File: config.mk
export PLATFORM = sky130hd
export DESIGN_NAME = dds_monitor
export DESIGN_NICKNAME = d
export VERILOG_FILES = /design/src/rtl/dds_monitor.sv
export SDC_FILE = /design/constraint.sdc
export NUM_CORES = 1
export LEC_CHECK = 0
export ABC_AREA = 1
export CAP_MARGIN = 20
export CORE_MARGIN = 3
export CORE_UTILIZATION = 50
export CTS_CLUSTER_DIAMETER = 60
export DETAILED_ROUTE_END_ITERATION = 10
export GPL_TIMING_DRIVEN = 0
export PLACE_DENSITY = 0.73
export SYNTH_ARGS = -nofsm -noshare
export SYNTH_HDL_FRONTEND = slang
export SYNTH_SLANG_ARGS = --single-unit
File: constraint.sdc
create_clock -name clk -period 9.1 [get_ports clk]
set_input_delay 2.275 -clock clk [delete_from_list [all_inputs] [get_ports clk]]
set_output_delay 2.275 -clock clk [all_outputs]
set_load 0.03 [all_outputs]
File: src/rtl/dds_monitor.sv
// Measures the period and peak excursions of a signed sample stream using hysteretic rising crossings.
// Latency: 1 cycle from the accepted crossing sample to registered period/peak_max/peak_min and meas_valid.
// Backpressure: none; sample_valid only qualifies input cycles, and unqualified cycles leave all state untouched.
`timescale 1ns/1ps
module dds_monitor #(
  parameter int OUT_W = 14,
  parameter int CNT_W = 24,
  parameter int HYST  = 64
) (
  input  logic                    clk,
  input  logic                    rst,
  input  logic signed [OUT_W-1:0] sample_in,
  input  logic                    sample_valid,
  output logic [CNT_W-1:0]        period,
  output logic signed [OUT_W-1:0] peak_max,
  output logic signed [OUT_W-1:0] peak_min,
  output logic                    meas_valid,
  output logic                    locked,
  output logic                    timeout
);

  typedef enum logic [1:0] {INIT_LOW, INIT_HIGH, RUN_LOW, RUN_HIGH} state_t;

  localparam logic [CNT_W-1:0]        CNT_MAX  = '1;
  localparam logic [CNT_W-1:0]        CNT_ONE  = CNT_W'(1);
  localparam logic signed [OUT_W:0]   HYST_POS = $signed((OUT_W+1)'(HYST));
  localparam logic signed [OUT_W:0]   HYST_NEG = -HYST_POS;

  state_t                  state, state_nxt;
  logic [CNT_W-1:0]        cnt, cnt_nxt;
  logic signed [OUT_W-1:0] run_max, run_min, run_max_nxt, run_min_nxt;
  logic signed [OUT_W-1:0] upd_max, upd_min;
  logic signed [OUT_W:0]   sample_ext;
  logic                    low_evt, high_evt;
  logic                    capture, to_fire;

  // Threshold compares one bit wider so -HYST never wraps at the most negative sample.
  assign sample_ext = {sample_in[OUT_W-1], sample_in};
  assign low_evt    = sample_valid && (sample_ext <= HYST_NEG);
  assign high_evt   = sample_valid && (sample_ext >= HYST_POS);
  assign upd_max    = (sample_in > run_max) ? sample_in : run_max;
  assign upd_min    = (sample_in < run_min) ? sample_in : run_min;

  // State register
  always_ff @(posedge clk or posedge rst) begin
    if (rst) state <= INIT_LOW;
    else     state <= state_nxt;
  end

  // Next state, counter/tracker updates and capture/timeout strobes; idle cycles hold everything
  always_comb begin
    state_nxt   = state;
    cnt_nxt     = cnt;
    run_max_nxt = run_max;
    run_min_nxt = run_min;
    capture     = 1'b0;
    to_fire     = 1'b0;
    if (sample_valid) begin
      case (state)
        INIT_LOW: begin
          if (low_evt) state_nxt = INIT_HIGH;
        end
        INIT_HIGH: begin
          // First rising crossing only opens the measurement window
          if (high_evt) begin
            state_nxt   = RUN_LOW;
            cnt_nxt     = CNT_ONE;
            run_max_nxt = sample_in;
            run_min_nxt = sample_in;
          end
        end
        RUN_LOW, RUN_HIGH: begin
          if (state == RUN_HIGH && high_evt) begin
            // Crossing beats saturation; the crossing sample starts the next window
            capture     = 1'b1;
            state_nxt   = RUN_LOW;
            cnt_nxt     = CNT_ONE;
            run_max_nxt = sample_in;
            run_min_nxt = sample_in;
          end else if (cnt == CNT_MAX) begin
            to_fire     = 1'b1;
            state_nxt   = INIT_LOW;
            cnt_nxt     = '0;
            run_max_nxt = '0;
            run_min_nxt = '0;
          end else begin
            cnt_nxt     = cnt + CNT_ONE;
            run_max_nxt = upd_max;
            run_min_nxt = upd_min;
            if (state == RUN_LOW && low_evt) state_nxt = RUN_HIGH;
          end
        end
        default: state_nxt = INIT_LOW;
      endcase
    end
  end

  // Running period counter and peak trackers
  always_ff @(posedge clk or posedge rst) begin
    if (rst) begin
      cnt     <= '0;
      run_max <= '0;
      run_min <= '0;
    end else begin
      cnt     <= cnt_nxt;
      run_max <= run_max_nxt;
      run_min <= run_min_nxt;
    end
  end

  // Registered results: captured on a crossing, held otherwise; strobes last one cycle
  always_ff @(posedge clk or posedge rst) begin
    if (rst) begin
      period     <= '0;
      peak_max   <= '0;
      peak_min   <= '0;
      meas_valid <= 1'b0;
      locked     <= 1'b0;
      timeout    <= 1'b0;
    end else begin
      meas_valid <= capture;
      timeout    <= to_fire;
      if (capture) begin
        period   <= cnt;
        peak_max <= run_max;
        peak_min <= run_min;
        locked   <= 1'b1;
      end else if (to_fire) begin
        locked   <= 1'b0;
      end
    end
  end

endmodule

==> results of run 1 <==
-- logic make-up after synthesis --
family                   after synthesis  share of synthesized area (%)
flip-flops                           109                           46.5
XOR/XNOR                               6                          0.896
AO/OA/AOI/OAI                         79                           6.87
buffers and inverters                135                           9.41
AND/OR/NAND/NOR                      421                           30.3
adder cells (fa/ha/maj)               28                           5.97
-- power breakdown --
part / switching, uW / total [uW] / leakage (uW) / internal, uW
sequential: 87.7 / 725 / 0.00143 / 637
clock: 179 / 405 / 0.000147 / 226
combinational: 638 / 998 / 0.00193 / 361
-- path summary, 6_finish.rpt --
kind | start | end | slack (ns) | depth (start not counted)
setup / recovery | sample_in[11] | peak_min[8]$_DFFE_PP0P_ | 4.67 | 8
hold / removal | period[10]$_DFFE_PP0P_ | period[10]$_DFFE_PP0P_ | 0.48 | 2
setup reg to reg | cnt[0]$_DFFE_PP0P_ | run_min[4]$_DFFE_PP0P_ | 6.91 | 13
hold reg to reg | period[10]$_DFFE_PP0P_ | period[10]$_DFFE_PP0P_ | 0.48 | 2
max in group asynchronous | rst | peak_min[2]$_DFFE_PP0P_ | 5.99 | 3
min in group asynchronous | rst | peak_max[12]$_DFFE_PP0P_ | 2.40 | 2
-- registers in the layout, indices dropped and copies added, names as in the netlist --
name / cells
cnt: 24
locked: 1
meas_valid: 1
peak_max: 14
peak_min: 14
period: 24
run_max: 14
run_min: 14
state: 2
timeout: 1
-- per-layer routing --
metal,wire (um),track usage [%]
met1,6870,32.8
met2,7710,43.3
met3,834,5.34
met4,410,9.98
met5,0,0
-- synthesized netlist by cell type, drive strengths merged --
| cell type | count |
|---|---|
| nand2 | 236 |
| dfrtp | 109 |
| inv | 107 |
| nand3 | 81 |
| nor2 | 73 |
| o21ai | 64 |
| ha | 28 |
| buf | 17 |
| nor3 | 16 |
| nand4 | 15 |
| a21oi | 11 |
| clkbuf | 11 |
| xor2 | 5 |
| a21boi | 1 |
| a21o | 1 |
| a31oi | 1 |
| o22ai | 1 |
| xnor2 | 1 |
-- worst min-delay path, cell delays in order (launching register included) --
cell and delay (ns):
dfrtp_1 0.35, nand2_1 0.05, o21ai_0 0.05
-- area by class of cell --
cell class	instances	area share [%]
Clock buffer	11	3.57
Multi-Input combinational cell	534	36.5
Timing Repair Buffer	72	10.4
Buffer	28	2.12
Tap cell	140	2.47
Sequential cell	109	38.5
Inverter	107	5.71
Clock inverter	4	0.671
-- through the flow --
step / hold slack (ns) / instance area, um2 / utilization, % / worst slack, ns / std cells
final: 0.483 / 7080 / 63.6 / 4.67 / 1005
after detailed placement: 0.472 / 6780 / 60.9 / 4.33 / 990
after floorplan: 0.464 / 5860 / - / 3.95 / 778
after CTS: 0.488 / 7080 / 63.6 / 4.68 / 1005
after global routing: 0.509 / 7080 / 63.6 / 4.54 / 1005
after global placement: 0.466 / 6750 / 60.7 / 2.37 / 989
==> results.toml, run 1 <==
[drt]
drt-initial-drc-count = 348
final_antenna_net_count = 0
dr.pass1.iters = 4
finalWirelength_mm = 15.8
drc_errors = 0
via_count = 5388
viasPerCell = 5.36
routedWlPerCell_um = 15.7

[yosys]
syn_area_um2 = 5860
syn_avg_cell_area_um2 = 7.54
yosysTopAreaCellShare_pct = 46.5
synth_seq_cells = 109
synth_area_leader_cell = "dfrtp_1"
syn_inst = 778
ys_seq_area_share_pct = 46.5
synth_cell_type_count = 26
syn_nets = 823
yosys-top-cells-area = "dfrtp_1 47%, nand2_1 15%, nand3_1 6.9%, inv_1 6.8%, ha_1 6.0%"
yosysWarnings = 0

[die]
initial_core_util_pct = 52.7
fp.dieH_um = 114
io_pins = 72
row_count = 38
coreArea_um2 = 11100
die_w_um = 114
dieArea_um2 = 13100

[clock_tree]
cts_resized = 0
cts_buffers = 9
clkTransAtPathRegs_ns = 0.07
cts.sinks = 109
clock_path_buffers = 2
htree_levels = 3
post_cts_buffers = 0
holdBufCountCts = 0
clock_latency_ns = 0.36
cts_root_buf = "clkbuf_16"
cts_tree = "done"

[setup_path]
endpoint_kind = "flop"
slowest_stage = "clkdlybuf4s50_1"
arrival_ns = 4.69
path_buf_inv = 3
cp-start-kind = "input pin"
required_ns = 9.36
max_stage_delay_ns = 0.54
crit_path_max_fanout = 10
critPathTopFamily = "buffers and inverters"
crit_type = "input pin to flop"
path_cells = "clkdlybuf4s50_1 -> nor2_1 -> nand4_1 -> nand4_1 -> clkbuf_1 -> clkbuf_1 -> nand2_1 -> o21ai_0"

[timing]
rsz0062_at_grt = "no"
period_share_pct = 48.7
finalSetupViolations = 0
tightest_slew_ns = 0.708
slew_viol_final = 0
relSlewSlack_pct = 52.8
hold_violations = 0
period_minus_slack_ns = 4.43
fin_worst_skew_ns = 0.0126
fmax_ghz = 0.226
setup-tns-final_ns = 0

[power_and_ir_drop]
power_density_nw_per_um2 = 300
max-vdd-ir-drop_v = 0.000205
total_power_uw = 2130
leakage_uw = 0.00352

[grt]
grt.overflow.total = 0
grt_pass1_vias = 5380
grt_pass1_wl_mm = 26.5
antenna_found_initial = 0
grtUsageTotal_pct = 25.8
grt_max_degree = 57

[cells_and_area]
drive_above_1_share_pct = 4.86
syn2layout_area_growth_pct = 20.7
nFillCells = 1017
diodes = 0
fin_nets = 906
multiInputGateArea_um2 = 2580
final_cell_mix = "231 x nand2_1, 109 x dfrtp_1, 105 x inv_1"
final_common_cell = "nand2_1"
register_area_um2 = 2730

[hold_path]
hp-class = "flop to flop"

[place]
port_buffers = 71
globalplace.congestion = 0.924
dpl.hpwl_mm = 12.0

[flow_run]
drv_cap = 0

[outcome]
status = "finished, final reports clean"
No activity file was read; power rests on OpenSTA's default activity.
==> run 2, diff against run 1 <==
Settings changed: PLACE_DENSITY 0.73 to 0.76.
Clock period 9.1 ns to 3.6 ns, I/O delays scaled along.
==> results.toml, run 2 (synthesized netlist as in run 1, its figures left out) <==
[outcome]
status = "finished, final reports clean"

[timing]
fmax_ghz = 0.331
layout_setup_ws_ns = 0.577
period_minus_slack_ns = 3.02
relSlewSlack_pct = 57.0
hold_violations = 0
period_share_pct = 84.0
setup-tns-final_ns = 0
rsz0062_at_grt = "no"
slew_viol_final = 0
hold_slack_ns = 0.485
tightest_slew_ns = 0.644
fin_worst_skew_ns = 0.0119
finalSetupViolations = 0

[clock_tree]
clkTransAtPathRegs_ns = 0.08
post_cts_buffers = 0
htree_levels = 3
clock_latency_ns = 0.36
cts_tree = "done"
cts_buffers = 9
cts_root_buf = "clkbuf_16"
cts.sinks = 109
clock_path_buffers = 2
cts_resized = 0
holdBufCountCts = 0

[grt]
antenna_found_initial = 0
grt_max_degree = 32
grt.overflow.total = 0
grt_pass1_vias = 5402
grt_pass1_wl_mm = 26.4
grtUsageTotal_pct = 25.7

[setup_path]
path_cells = "clkdlybuf4s50_1 -> nor2_1 -> nand4_1 -> nand4_1 -> clkbuf_1 -> clkbuf_1 -> nand2_1 -> o21ai_0"
endpoint = "peak_max[8]$_DFFE_PP0P_"
max_stage_delay_ns = 0.54
reg2reg_from = "cnt[0]$_DFFE_PP0P_"
r2r-end = "run_min[10]$_DFFE_PP0P_"
cp-start-kind = "input pin"
arrival_ns = 3.28
crit_type = "input pin to flop"
required_ns = 3.85
r2r_slack_ns = 1.40
slowest_stage = "clkdlybuf4s50_1"
crit_path_start = "sample_in[12]"
endpoint_kind = "flop"
crit_path_max_fanout = 10
r2r_cells = 13

[place]
pre_cts_ws_ns = 0.271
port_buffers = 71
globalplace.congestion = 0.951
dpl.hpwl_mm = 12.0

[cells_and_area]
final_core_util_pct = 64.0
nFillCells = 1007
diodes = 0
top_regs = "cnt: 24 flops, period: 24 flops"
fin_nets = 908
syn2layout_area_growth_pct = 21.5
final_common_cell = "nand2_1"
drive_above_1_share_pct = 5.18
final_cell_mix = "231 x nand2_1, 109 x dfrtp_1, 105 x inv_1"

[drt]
drc_errors = 0
drt-initial-drc-count = 409
dr.pass1.iters = 5
final_antenna_net_count = 0
routedWlPerCell_um = 15.9
viasPerCell = 5.33
finalWirelength_mm = 16.1
via_count = 5375

[die]
fp.dieH_um = 114
initial_core_util_pct = 52.7
dieArea_um2 = 13100
die_w_um = 114
io_pins = 72
row_count = 38
coreArea_um2 = 11100

[power_and_ir_drop]
leakage_uw = 0.00353
max-vdd-ir-drop_v = 0.000561
power_density_nw_per_um2 = 761
total_power_uw = 5420

[hold_path]
hp-class = "flop to flop"

[flow_run]
drv_cap = 0
run 2: cell types whose count changed in the layout (fill, tap and decap cells not counted):
cell / previous run / this run
buf_12: 0 / 3
buf_16: 1 / 0
clkbuf_8: 2 / 1
clkinv_2: 2 / 1
clkinvlp_4: 1 / 3
inv_4: 1 / 0
inv_6: 0 / 1
inv_8: 0 / 1
run 2: metal layers:
layer / part of all wire (%) / GRT usage (%) / wire (um)
met1: 43 / 32.6 / 6890
met2: 50 / 44.1 / 8060
met3: 5.6 / 5.76 / 901
met4: 1.4 / 7.21 / 218
met5: 0 / 0 / 0
run 2: critical path, delay by kind of cell:
kind,cells,cell delay (ns)
AOI/OAI and AO/OA,1,0.14
and+or+nand+nor,4,0.71
buffers and inverters,3,1.52
run 2: layout make-up:
| cell class | count | area (um2) | area share, % |
|---|---|---|---|
| inverter | 107 | 405 | 5.69 |
| tap | 140 | 175 | 2.46 |
| sequential | 109 | 2730 | 38.3 |
| clock buffer | 10 | 239 | 3.35 |
| buffer | 28 | 150 | 2.11 |
| timing repair buffer | 74 | 771 | 10.8 |
| clock inverter | 6 | 70.1 | 0.984 |
| multi-input combinational | 534 | 2580 | 36.3 |
run 2: through the flow:
stage,instance area [um2],cells
finish,7120,1008
global route,7120,1008
CTS,7120,1008
detailed placement,6810,992
global placement,6750,989
floorplan,5870,778
run 2: worst min-delay path by stage:
| stage | endpoint | startpoint | depth (start not counted) |
|---|---|---|---|
| finish | period[14]$_DFFE_PP0P_ | period[14]$_DFFE_PP0P_ | 2 |
| global route | period[16]$_DFFE_PP0P_ | period[16]$_DFFE_PP0P_ | 2 |
| CTS | period[15]$_DFFE_PP0P_ | period[15]$_DFFE_PP0P_ | 2 |
| detailed placement | period[11]$_DFFE_PP0P_ | period[11]$_DFFE_PP0P_ | 2 |
| global placement | period[10]$_DFFE_PP0P_ | period[10]$_DFFE_PP0P_ | 2 |
| floorplan | peak_min[0]$_DFFE_PP0P_ | run_min[0]$_DFFE_PP0P_ | 2 |
run 2: power by group:
| part | total (uW) | switching, uW | leakage (uW) | internal [uW] |
|---|---|---|---|---|
| Sequential | 1830 | 223 | 0.00143 | 1610 |
| Clock | 1050 | 482 | 0.000147 | 565 |
| Combinational | 2540 | 1630 | 0.00194 | 916 |
| Total | 5420 | 2330 | 0.00353 | 3090 |
==> run 3, diff against run 2 <==
Settings changed: PLACE_DENSITY 0.76 to 0.73.
Clock period 3.6 ns to 3 ns, I/O delays scaled along.
==> results.toml, run 3 (synthesized netlist as in run 1, its figures left out) <==
[outcome]
status = "finished, final reports clean"

[place]
pre_cts_ws_ns = -0.244
dpl.hpwl_mm = 12.0
place_area_um2 = 6790
globalplace.congestion = 0.962
port_buffers = 71

[timing]
finalSetupViolations = 0
hold_violations = 0
slew_viol_final = 0
fmax_ghz = 0.355
layout_setup_ws_ns = 0.183
relSlewSlack_pct = 50.6
fin_worst_skew_ns = 0.0128
period_share_pct = 93.9
rsz0062_at_grt = "no"
tightest_slew_ns = 0.739
period_minus_slack_ns = 2.82

[die]
coreArea_um2 = 11100
dieArea_um2 = 13100
io_pins = 72
die_w_um = 114
initial_core_util_pct = 52.7
row_count = 38
fp.dieH_um = 114

[clock_tree]
cts_buffers = 9
clkTransAtPathRegs_ns = 0.07
htree_levels = 3
clock_latency_ns = 0.36
cts_tree = "done"
cts_root_buf = "clkbuf_16"
cts.sinks = 109
holdBufCountCts = 0
clock_path_buffers = 2

[grt]
grtUsageTotal_pct = 25.2
grt_max_degree = 43
met3_usage_pct = 5.34
grt_use_met1_pct = 32.5
grtUsageMet2_pct = 41.8
antenna_found_initial = 0
grt_pass1_vias = 5252
grt.overflow.total = 0
busiest_layer = "met2"
grt_pass1_wl_mm = 25.9

[drt]
via_count = 5360
finalWirelength_mm = 15.7
routedWlPerCell_um = 15.6
dr.pass1.iters = 5
drt-initial-drc-count = 376
drc_errors = 0
final_antenna_net_count = 0
viasPerCell = 5.34

[cells_and_area]
drive_above_1_share_pct = 4.86
nFillCells = 1001
final_cell_mix = "231 x nand2_1, 109 x dfrtp_1, 105 x inv_1"
top_regs = "cnt: 24 flops, period: 24 flops"
fin_nets = 907
final_common_cell = "nand2_1"
diodes = 0
postLayoutCellArea_um2 = 7070
syn2layout_area_growth_pct = 20.6

[setup_path]
endpoint_kind = "flop"
cp-start-kind = "input pin"
arrival_ns = 3.09
required_ns = 3.27
crit_type = "input pin to flop"
crit_path_max_fanout = 10

[flow_run]
drv_cap = 0

[hold_path]
hp-class = "flop to flop"

[power_and_ir_drop]
max-vdd-ir-drop_v = 0.000607
leakage_uw = 0.00351
total_power_uw = 6390
power_density_nw_per_um2 = 903
-- run 3: cell types whose count changed in the layout (fill, tap and decap cells not counted) --
cell	previous run	this run
clkbuf_8	1	0
clkbuf_1	11	10
inv_8	1	0
clkbuf_2	0	1
clkinvlp_4	3	2
buf_12	3	2
-- run 3: critical path: stages --
cell and delay [ns]:
clkdlybuf4s50_1 0.54, nor2_1 0.16, nand4_1 0.17, nand4_1 0.26
clkbuf_1 0.51, clkbuf_1 0.49, nand2_1 0.10, o21ai_0 0.11
-- run 3: worst paths after layout --
| path | cells past startpoint | endpoint | slack (ns) | start |
|---|---|---|---|---|
| setup / recovery | 8 | peak_max[4]$_DFFE_PP0P_ | 0.18 | sample_in[12] |
| min in group asynchronous | 2 | period[3]$_DFFE_PP0P_ | 0.86 | rst |
| setup reg to reg | 13 | run_min[8]$_DFFE_PP0P_ | 0.87 | cnt[0]$_DFFE_PP0P_ |
| hold / removal | 2 | period[6]$_DFFE_PP0P_ | 0.48 | period[6]$_DFFE_PP0P_ |
| hold reg to reg | 2 | period[6]$_DFFE_PP0P_ | 0.48 | period[6]$_DFFE_PP0P_ |
| max in group asynchronous | 3 | run_max[2]$_DFFE_PP0P_ | 1.49 | rst |
-- run 3: report_power, final --
| part | switching, uW | total (uW) | internal (uW) | leakage [uW] |
|---|---|---|---|---|
| Sequential | 265 | 2200 | 1930 | 0.00143 |
| Combinational | 1920 | 3020 | 1100 | 0.00194 |
| Clock | 535 | 1170 | 635 | 0.000134 |
-- run 3: final cells by class --
| cell class | count | area [um2] | share of cell area [%] |
|---|---|---|---|
| multi-input combinational | 534 | 2580 | 36.6 |
| timing repair buffer | 73 | 751 | 10.6 |
| clock buffer | 9 | 225 | 3.18 |
| clock inverter | 4 | 51.3 | 0.725 |
| inverter | 107 | 405 | 5.73 |
| sequential | 109 | 2730 | 38.6 |
| buffer | 28 | 151 | 2.14 |
| tap | 140 | 175 | 2.48 |
-- run 3: metal layers --
layer / vias up / wire length [um] / part of all wire [%]
li1: 2628 / - / -
met1: 2552 / 6920 / 44
met2: 147 / 7600 / 48
met3: 33 / 739 / 4.7
met4: 0 / 423 / 2.7
met5: - / 0 / 0
-- run 3: stage by stage --
step / util, % / hold WS [ns] / cells / setup TNS, ns
2_1_floorplan: - / 0.464 / 778 / 0
3_3_place_gp: 60.7 / 0.466 / 989 / -20.72
3_5_place_dp: 61.1 / 0.468 / 991 / -7.82
4_1_cts: 63.6 / 0.488 / 1004 / 0
5_1_grt: 63.6 / 0.508 / 1004 / 0
6_report: 63.6 / 0.479 / 1004 / 0
-- run 3: what timing repair did --
item                                    4_1_cts  5_1_grt
resized for setup                             0        2
setup buffers                                 0        0
endpoints found under the setup margin        0        9
